==> src/rtl/uart_rx_controller.sv <==
// rtl/uart_rx_controller.sv - oversampled UART receiver with single-entry ack handshake
// Start bit is confirmed at its midpoint; data/stop bits are sampled one bit period apart from there.
module uart_rx_controller #(
  parameter int OVERSAMPLE = 16,
  parameter int DATA_BITS  = 8
) (
  input  logic                 budclk,
  input  logic                 reset,
  input  logic                 enable,
  input  logic                 uart_rx,
  input  logic                 rx_ack,
  output logic [DATA_BITS-1:0] rx_data,
  output logic                 rx_valid,
  output logic                 busy,
  output logic                 frame_err,
  output logic                 overrun
);

  localparam int SW = (OVERSAMPLE > 1) ? $clog2(OVERSAMPLE) : 1;
  localparam int BW = (DATA_BITS > 1) ? $clog2(DATA_BITS) : 1;

  localparam logic [SW-1:0] HALF_LAST = SW'(OVERSAMPLE / 2 - 1);
  localparam logic [SW-1:0] BIT_LAST  = SW'(OVERSAMPLE - 1);
  localparam logic [BW-1:0] DATA_LAST = BW'(DATA_BITS - 1);

  localparam logic [2:0] IDLE      = 3'd0;
  localparam logic [2:0] START     = 3'd1;
  localparam logic [2:0] DATA      = 3'd2;
  localparam logic [2:0] STOP      = 3'd3;
  localparam logic [2:0] WAIT_HIGH = 3'd4;

  logic                 rx_meta;
  logic                 rx_s;
  logic [2:0]           state;
  logic [2:0]           state_nxt;
  logic [SW-1:0]        sample_cnt;
  logic [SW-1:0]        sample_nxt;
  logic [BW-1:0]        bit_cnt;
  logic [BW-1:0]        bit_nxt;
  logic [DATA_BITS-1:0] shift;
  logic [DATA_BITS-1:0] shift_nxt;
  logic [DATA_BITS:0]   shift_ext;
  logic                 load;
  logic                 fe_nxt;

  always_ff @(posedge budclk or posedge reset) begin
    if (reset) begin
      rx_meta <= 1'b1;
      rx_s    <= 1'b1;
    end else begin
      rx_meta <= uart_rx;
      rx_s    <= rx_meta;
    end
  end

  assign shift_ext = {rx_s, shift};

  always_comb begin
    state_nxt  = state;
    sample_nxt = sample_cnt;
    bit_nxt    = bit_cnt;
    shift_nxt  = shift;
    load       = 1'b0;
    fe_nxt     = 1'b0;
    if (!enable) begin
      state_nxt  = IDLE;
      sample_nxt = '0;
      bit_nxt    = '0;
      shift_nxt  = '0;
    end else begin
      case (state)
        IDLE: begin
          if (!rx_s) begin
            state_nxt  = START;
            sample_nxt = '0;
          end
        end
        START: begin
          if (sample_cnt == HALF_LAST) begin
            sample_nxt = '0;
            bit_nxt    = '0;
            state_nxt  = rx_s ? IDLE : DATA;
          end else begin
            sample_nxt = sample_cnt + 1'b1;
          end
        end
        DATA: begin
          if (sample_cnt == BIT_LAST) begin
            sample_nxt = '0;
            // LSB arrives first, so new bits enter at the top and walk down
            shift_nxt  = shift_ext[DATA_BITS:1];
            if (bit_cnt == DATA_LAST) begin
              bit_nxt   = '0;
              state_nxt = STOP;
            end else begin
              bit_nxt = bit_cnt + 1'b1;
            end
          end else begin
            sample_nxt = sample_cnt + 1'b1;
          end
        end
        STOP: begin
          if (sample_cnt == BIT_LAST) begin
            sample_nxt = '0;
            if (rx_s) begin
              load      = 1'b1;
              state_nxt = IDLE;
            end else begin
              fe_nxt    = 1'b1;
              state_nxt = WAIT_HIGH;
            end
          end else begin
            sample_nxt = sample_cnt + 1'b1;
          end
        end
        WAIT_HIGH: begin
          // a break holds the line low; only a return to idle re-arms start detection
          if (rx_s) state_nxt = IDLE;
        end
        default: begin
          state_nxt  = IDLE;
          sample_nxt = '0;
          bit_nxt    = '0;
        end
      endcase
    end
  end

  always_ff @(posedge budclk or posedge reset) begin
    if (reset) begin
      state      <= IDLE;
      sample_cnt <= '0;
      bit_cnt    <= '0;
      shift      <= '0;
      busy       <= 1'b0;
      frame_err  <= 1'b0;
    end else begin
      state      <= state_nxt;
      sample_cnt <= sample_nxt;
      bit_cnt    <= bit_nxt;
      shift      <= shift_nxt;
      busy       <= (state_nxt != IDLE);
      frame_err  <= fe_nxt;
    end
  end

  // an ack landing on the load edge frees the slot, so the new byte is taken
  always_ff @(posedge budclk or posedge reset) begin
    if (reset) begin
      rx_data  <= '0;
      rx_valid <= 1'b0;
      overrun  <= 1'b0;
    end else if (load) begin
      if (!rx_valid || rx_ack) begin
        rx_data  <= shift;
        rx_valid <= 1'b1;
      end else begin
        overrun <= 1'b1;
      end
    end else if (rx_ack && rx_valid) begin
      rx_valid <= 1'b0;
      overrun  <= 1'b0;
    end
  end

endmodule

==> config.mk <==
export PLATFORM = sky130hd
export DESIGN_NAME = uart_rx_controller
export DESIGN_NICKNAME = d
export VERILOG_FILES = /design/src/rtl/uart_rx_controller.sv
export SDC_FILE = /design/constraint.sdc
export NUM_CORES = 1
export LEC_CHECK = 0
export ABC_AREA = 1
export ABC_CLOCK_PERIOD_IN_PS = 3100
export BUFFER_PORTS_ARGS = -buffer_cell sky130_fd_sc_hd__clkbuf_2
export CAP_MARGIN = 20
export CORE_MARGIN = 8
export CORE_UTILIZATION = 25
export DETAILED_ROUTE_END_ITERATION = 10
export PLACE_DENSITY = 0.38
export SLEW_MARGIN = 15
export SYNTH_ARGS = -nofsm -noshare
export SYNTH_HDL_FRONTEND = slang
export SYNTH_SLANG_ARGS = --single-unit
==> constraint.sdc <==
create_clock -name budclk -period 3.1 [get_ports budclk]
set_input_delay 0.155 -clock budclk [delete_from_list [all_inputs] [get_ports budclk]]
set_output_delay 0.155 -clock budclk [all_outputs]
set_load 0.05 [all_outputs]
==> run_results.csv, run 1 <==
group,metric,value,unit
setup_path,critPathCapture,"rx_data[4]$_DFFE_PP0P_",
clocking,cts_root_buffer,"clkbuf_8",
finish,syn2layout_area_growth,19.77,%
finish,final_cell_mix,"nand2_1 (67), dfrtp_1 (30), nand3_1 (21), inv_1 (17), clkbuf_2 (16)",
routing,first_iter_violations,35,
setup_path,start_kind,"flop",
die,die_area,0.008796,mm^2
sta,slew_viol_final,0,
die,ios,17,
grt,grt_pass1_wl,6.437,mm
sta,finClkSkew,5.652,ps
synth,netlist_area,0.001513,mm^2
die,start_util,25.70,%
grt,grt_antenna_before_repair,0,
run,cap_violations,0,
grt,track_usage,9.312,%
setup_path,path_cells,"ha_1 -> nand3_2 -> nor3_2 -> nand3_2 -> nand2_1 -> nand2_1",
clocking,cts_tree,"built",
clocking,cts_buffers,5,
finish,final_nets,217,
setup_path,worst-setup-path-type,"flop to flop",
sta,hold_viol,0,
sta,min_period_over_period,49.26,%
clocking,cts.reportedPaths.clkPinSlew,70,ps
die,placeableCoreArea,0.005886,mm^2
synth,syn_avg_cell_area,8.177,um^2
finish,utilization,30.78,%
sta,fin_setup_tns,0,ps
setup_path,cp-end-kind,"flop",
placed_design,dp_cells,275,
setup_path,rr_worst_depth,6,
synth,postSynthCellCount,185,
routing,vias,1232,
sta,rsz0062_at_grt,"no",
finish,final_common_cell,"nand2_1",
routing,drc,0,
synth,synth.net_count,193,
clocking,clock_sinks,32,
clocking,clk-insertion-delay-late,290,ps
pwr,p_leak,0.0009412,uW
routing,routed_wl,3.465,mm
routing,dr.pass1.iters,4,
setup_path,crit_arrival,1710,ps
grt,grt_pass1_vias,1341,
setup_path,slowest_delay,370,ps
synth,synth_cell_type_count,20,
sta,relSlewSlack,65.31,%
pwr,p_per_area,490.1,mW/mm^2
clocking,htreeDepth,2,
worst_hold_path,hold_class,"input pin to flop",
setup_path,crit_fanout,8,
finish,diodes,0,
clocking,clock_path_buffers,2,
setup_path,worstSetupStartpoint,"sample_cnt[1]$_DFFE_PP0P_",
placed_design,io_buffers,16,
pwr,peakVddDrop,0.2086,mV
synth,ys_seq_elements,32,
die,die_w,93.79,um
sta,period_minus_slack,1527,ps
finish,drive_gt1_share,17.14,%
setup_path,r2r_slack,1570,ps
routing,post_drt_wl_per_cell,12.16,um
sta,fmax,0.6548,GHz
grt,grt_start_max_net_pins,33,
setup_path,rr_startpoint,"sample_cnt[1]$_DFFE_PP0P_",
die,fp.dieH,93.79,um
synth,yosys_warnings,0,
setup_path,required,3280,ps
placed_design,dp_hpwl,2.432,mm
grt,overflow,0,
finish,nFillCells,649,
status,status,"completed",
clocking,cts_resized,0,
die,row_count,28,
routing,ant_nets,0,
sta,worst_pin_slew,518.1,ps
synth,seq_area_frac_synth,53.10,%
placed_design,gp_congestion,0.7667,
setup_path,r2r_end,"rx_data[4]$_DFFE_PP0P_",
sta,setup_violations,0,
finish,final_cells,285,
routing,vias_per_cell,4.323,
setup_path,critPathSlowestCell,"dfrtp_1",
## power by group
| group | leakage, uW | switching (uW) | internal, uW |
|---|---|---|---|
| registers | 0.000436 | 5.80 | 425 |
| clock network | 0.0000552 | 161 | 238 |
| logic | 0.000450 | 43.3 | 14.4 |
| total | 0.000941 | 210 | 678 |
## worst min-delay path by stage
stage,start,end,slack [ps],cells past startpoint
finish,rx_ack,overrun$_DFFE_PP0P_,180,4
global route,rx_ack,overrun$_DFFE_PP0P_,220,4
CTS,rx_ack,overrun$_DFFE_PP0P_,180,4
detailed placement,uart_rx,rx_meta$_DFF_PP1_,250,1
global placement,uart_rx,rx_meta$_DFF_PP1_,250,1
floorplan,uart_rx,rx_meta$_DFF_PP1_,160,0
## timing repair
action | CTS | global route
hold endpoints to repair | 31 | 0
buffers inserted | 0 | 0
hold buffers | 2 | 0
## metrics by stage
stage	area (um^2)	hold slack (ps)	power, uW	setup WS, ps
2_1_floorplan	1513	159.5	478.3	1763
3_3_place_gp	1684	247.4	497.1	1543
3_5_place_dp	1684	247.0	496.0	1553
4_1_cts	1812	176.3	906.1	1539
5_1_grt	1812	218.8	932.1	1376
6_report	1812	176.8	887.9	1573
## cell families after synthesis
family | synth area share, %
and+or+nand+nor | 33.58
adders and majority gates | 2.482
DFF | 53.10
buffers and inverters | 5.128
AOI/OAI and AO/OA | 5.707
## cell usage after synthesis
master / number / share of area, %
nor3_1: 3 / 0.99
nand4_1: 4 / 1.7
inv_1: 17 / 4.2
dfrtp_1: 30 / 50
nor2_4: 1 / 0.74
nand3_2: 3 / 2.0
nor2_2: 3 / 1.2
inv_2: 1 / 0.25
nor2_1: 11 / 2.7
nor3_2: 1 / 0.66
a21oi_2: 1 / 0.58
o21ai_0: 3 / 0.99
a21oi_1: 6 / 2.0
o211ai_1: 1 / 0.50
nand3_1: 21 / 6.9
o21ai_1: 5 / 1.7
buf_2: 2 / 0.66
dfstp_2: 2 / 3.5
nand2_1: 67 / 17
ha_1: 3 / 2.5
## metal layers
layer / part of all wire [%] / GRT usage (%) / up-vias
li1: - / - / 641
met1: 48 / 11.18 / 557
met2: 44 / 14.18 / 25
met3: 4.8 / 2.878 / 9
met4: 3.1 / 5.812 / 0
met5: 0 / 0 / -
## critical path, delay by kind of cell (launching register included)
family / cells / cell delay (ps)
AND/OR/NAND/NOR: 5 / 820
adder cells (fa/ha/maj): 1 / 230
flip-flops: 1 / 370
## registers in the layout, indices dropped and copies added, names as in the netlist
register    cells
rx_s            1
frame_err       1
bit_cnt         3
shift           8
rx_meta         1
sample_cnt      4
overrun         1
rx_valid        1
rx_data         8
busy            1
state           3
## final cells by class
| type | instances | area (um^2) | share of cell area [%] |
|---|---|---|---|
| Timing Repair Buffer | 19 | 107.6 | 5.939 |
| Clock inverter | 2 | 35.03 | 1.934 |
| Multi-Input combinational cell | 133 | 631.9 | 34.88 |
| Tap cell | 75 | 93.84 | 5.180 |
| Sequential cell | 32 | 803.3 | 44.34 |
| Inverter | 18 | 67.56 | 3.729 |
| Clock buffer | 6 | 72.57 | 4.006 |
Note: power is estimated with default switching activity, not from simulation.
==> inputs of run 2 (changes only) <==
--- a/config.mk
+++ b/config.mk
@@ -6,13 +6,13 @@
 export NUM_CORES = 1
 export LEC_CHECK = 0
 export ABC_AREA = 1
-export ABC_CLOCK_PERIOD_IN_PS = 3100
+export ABC_CLOCK_PERIOD_IN_PS = 1400
 export BUFFER_PORTS_ARGS = -buffer_cell sky130_fd_sc_hd__clkbuf_2
 export CAP_MARGIN = 20
 export CORE_MARGIN = 8
 export CORE_UTILIZATION = 25
 export DETAILED_ROUTE_END_ITERATION = 10
-export PLACE_DENSITY = 0.38
+export PLACE_DENSITY = 0.39
 export SLEW_MARGIN = 15
 export SYNTH_ARGS = -nofsm -noshare
 export SYNTH_HDL_FRONTEND = slang
==> constraint.sdc (replaced) <==
create_clock -name budclk -period 1.4 [get_ports budclk]
set_input_delay 0.07 -clock budclk [delete_from_list [all_inputs] [get_ports budclk]]
set_output_delay 0.07 -clock budclk [all_outputs]
set_load 0.05 [all_outputs]
==> run_results.csv, run 2 (synthesis gave the netlist of run 1 again) <==
group,metric,value,unit
die,ios,17,
grt,grt_start_max_net_pins,33,
clocking,clock_path_buffers,2,
sta,relSlewSlack,66.57,%
setup_path,rr_startpoint,"state[2]$_DFF_PP0_",
pwr,p_leak,0.001071,uW
setup_path,crit_arrival,1530,ps
pwr,total_power,1867,uW
setup_path,r2r_slack,40,ps
routing,dr.pass1.iters,4,
finish,final_nets,240,
pwr,peakVddDrop,0.2789,mV
clocking,htreeDepth,2,
sta,rsz0062_at_grt,"yes",
finish,final_cell_mix,"nand2_1 (60), dfrtp_1 (30), buf_4 (23), nand3_1 (19)",
setup_path,cp-end-kind,"flop",
sta,fmax,0.7366,GHz
grt,overflow,0,
finish,largestRegisters,"rx_data x8, shift x8, sample_cnt x4",
finish,diodes,0,
sta,setup_violations,0,
sta,finClkSkew,5.068,ps
routing,routed_wl,3.545,mm
setup_path,worst-path-stages,4,
run,cap_violations,0,
die,die_w,93.79,um
placed_design,io_buffers,16,
die,start_util,25.70,%
setup_path,worstSetupStartpoint,"state[2]$_DFF_PP0_",
clocking,cts_buffers,5,
die,die_area,0.008796,mm^2
clocking,clk-insertion-delay-late,280,ps
die,row_count,28,
routing,vias,1334,
sta,min_period_over_period,96.97,%
routing,post_drt_wl_per_cell,11.51,um
finish,nFillCells,625,
finish,final_common_cell,"nand2_1",
clocking,cts.reportedPaths.clkPinSlew,70,ps
setup_path,path_buf_inv,2,
setup_path,slowest_delay,440,ps
setup_path,required,1570,ps
setup_path,critPathCapture,"sample_cnt[2]$_DFFE_PP0P_",
routing,ant_nets,0,
status,status,"completed",
sta,hold_viol,0,
clocking,cts_root_buffer,"clkbuf_8",
clocking,clock_sinks,32,
setup_path,crit_fanout,6,
pwr,p_per_area,898.5,mW/mm^2
setup_path,start_kind,"flop",
sta,period_minus_slack,1358,ps
routing,first_iter_violations,41,
sta,slew_viol_final,0,
setup_path,r2r_end,"sample_cnt[2]$_DFFE_PP0P_",
grt,track_usage,8.997,%
grt,grt_antenna_before_repair,0,
setup_path,rr_worst_depth,4,
finish,drive_gt1_share,33.48,%
placed_design,gp_congestion,0.8219,
sta,worst_pin_slew,499.3,ps
routing,drc,0,
grt,grt_pass1_wl,6.244,mm
setup_path,critPathSlowestCell,"dfrtp_1",
routing,vias_per_cell,4.331,
clocking,cts_tree,"built",
setup_path,worst-setup-path-type,"flop to flop",
sta,fin_setup_tns,0,ps
die,fp.dieH,93.79,um
grt,grt_pass1_vias,1383,
die,placeableCoreArea,0.005886,mm^2
setup_path,cp_top_family,"compound AO/OA/AOI/OAI gates",
placed_design,dp_hpwl,2.533,mm
setup_path,path_cells,"buf_6 -> o211ai_1 -> buf_4 -> a21oi_1",
worst_hold_path,hold_class,"input pin to flop",
finish,syn2layout_area_growth,37.39,%
## run 2: cell type report
type | instances | area [um^2] | area share (%)
Timing Repair Buffer | 42 | 284.0 | 13.67
Clock buffer | 6 | 82.58 | 3.974
Inverter | 18 | 67.56 | 3.251
Tap cell | 75 | 93.84 | 4.515
Clock inverter | 2 | 10.01 | 0.4816
Sequential cell | 32 | 803.3 | 38.65
Multi-Input combinational cell | 133 | 737.0 | 35.46
## run 2: per-stage QoR
step                      hold slack (ps)  utilization (%)  cell area [um^2]  cells  setup slack (ps)
after floorplan                     74.48                -              1513    185             63.27
after global placement              159.8            31.04              1827    294            -50.95
after detailed placement            159.3            31.04              1827    294            -78.83
after CTS                           62.53            33.63              1979    305             4.713
after global routing                75.40            35.31              2078    308            -84.74
final                               63.41            35.31              2078    308             42.38
## run 2: how the worst min path moves through the flow
stage,from,end,slack (ps),depth (start not counted)
3_5_place_dp,uart_rx,rx_meta$_DFF_PP1_,160,1
3_3_place_gp,uart_rx,rx_meta$_DFF_PP1_,160,1
5_1_grt,rx_ack,overrun$_DFFE_PP0P_,80,4
2_1_floorplan,uart_rx,rx_meta$_DFF_PP1_,70,0
6_report,rx_ack,overrun$_DFFE_PP0P_,60,4
4_1_cts,rx_ack,overrun$_DFFE_PP0P_,60,4
## run 2: tightest hold or removal path: cells and delay by family
family | cells | cell delay (ps)
buffers and inverters | 1 | 80
and+or+nand+nor | 3 | 170
## run 2: repair_timing
action	4_1_cts	5_1_grt
hold buffers	2	0
endpoints found under the setup margin	17	24
pin swaps	3	23
gates resized for setup	6	22
hold endpoints to repair	31	0
buffers inserted	1	3
## run 2: routing by layer
layer | up-vias | wire [um] | track usage [%]
met4 | 0 | 56 | 4.227
met1 | 613 | 1676 | 10.47
li1 | 694 | - | -
met2 | 20 | 1618 | 14.41
met3 | 7 | 194 | 3.197
met5 | - | 0 | 0
## run 2: where the power goes
group          leakage, uW  switching (uW)  internal, uW
Clock            0.0000510             346           392
Sequential        0.000436            9.65           941
Combinational     0.000583             115          64.5
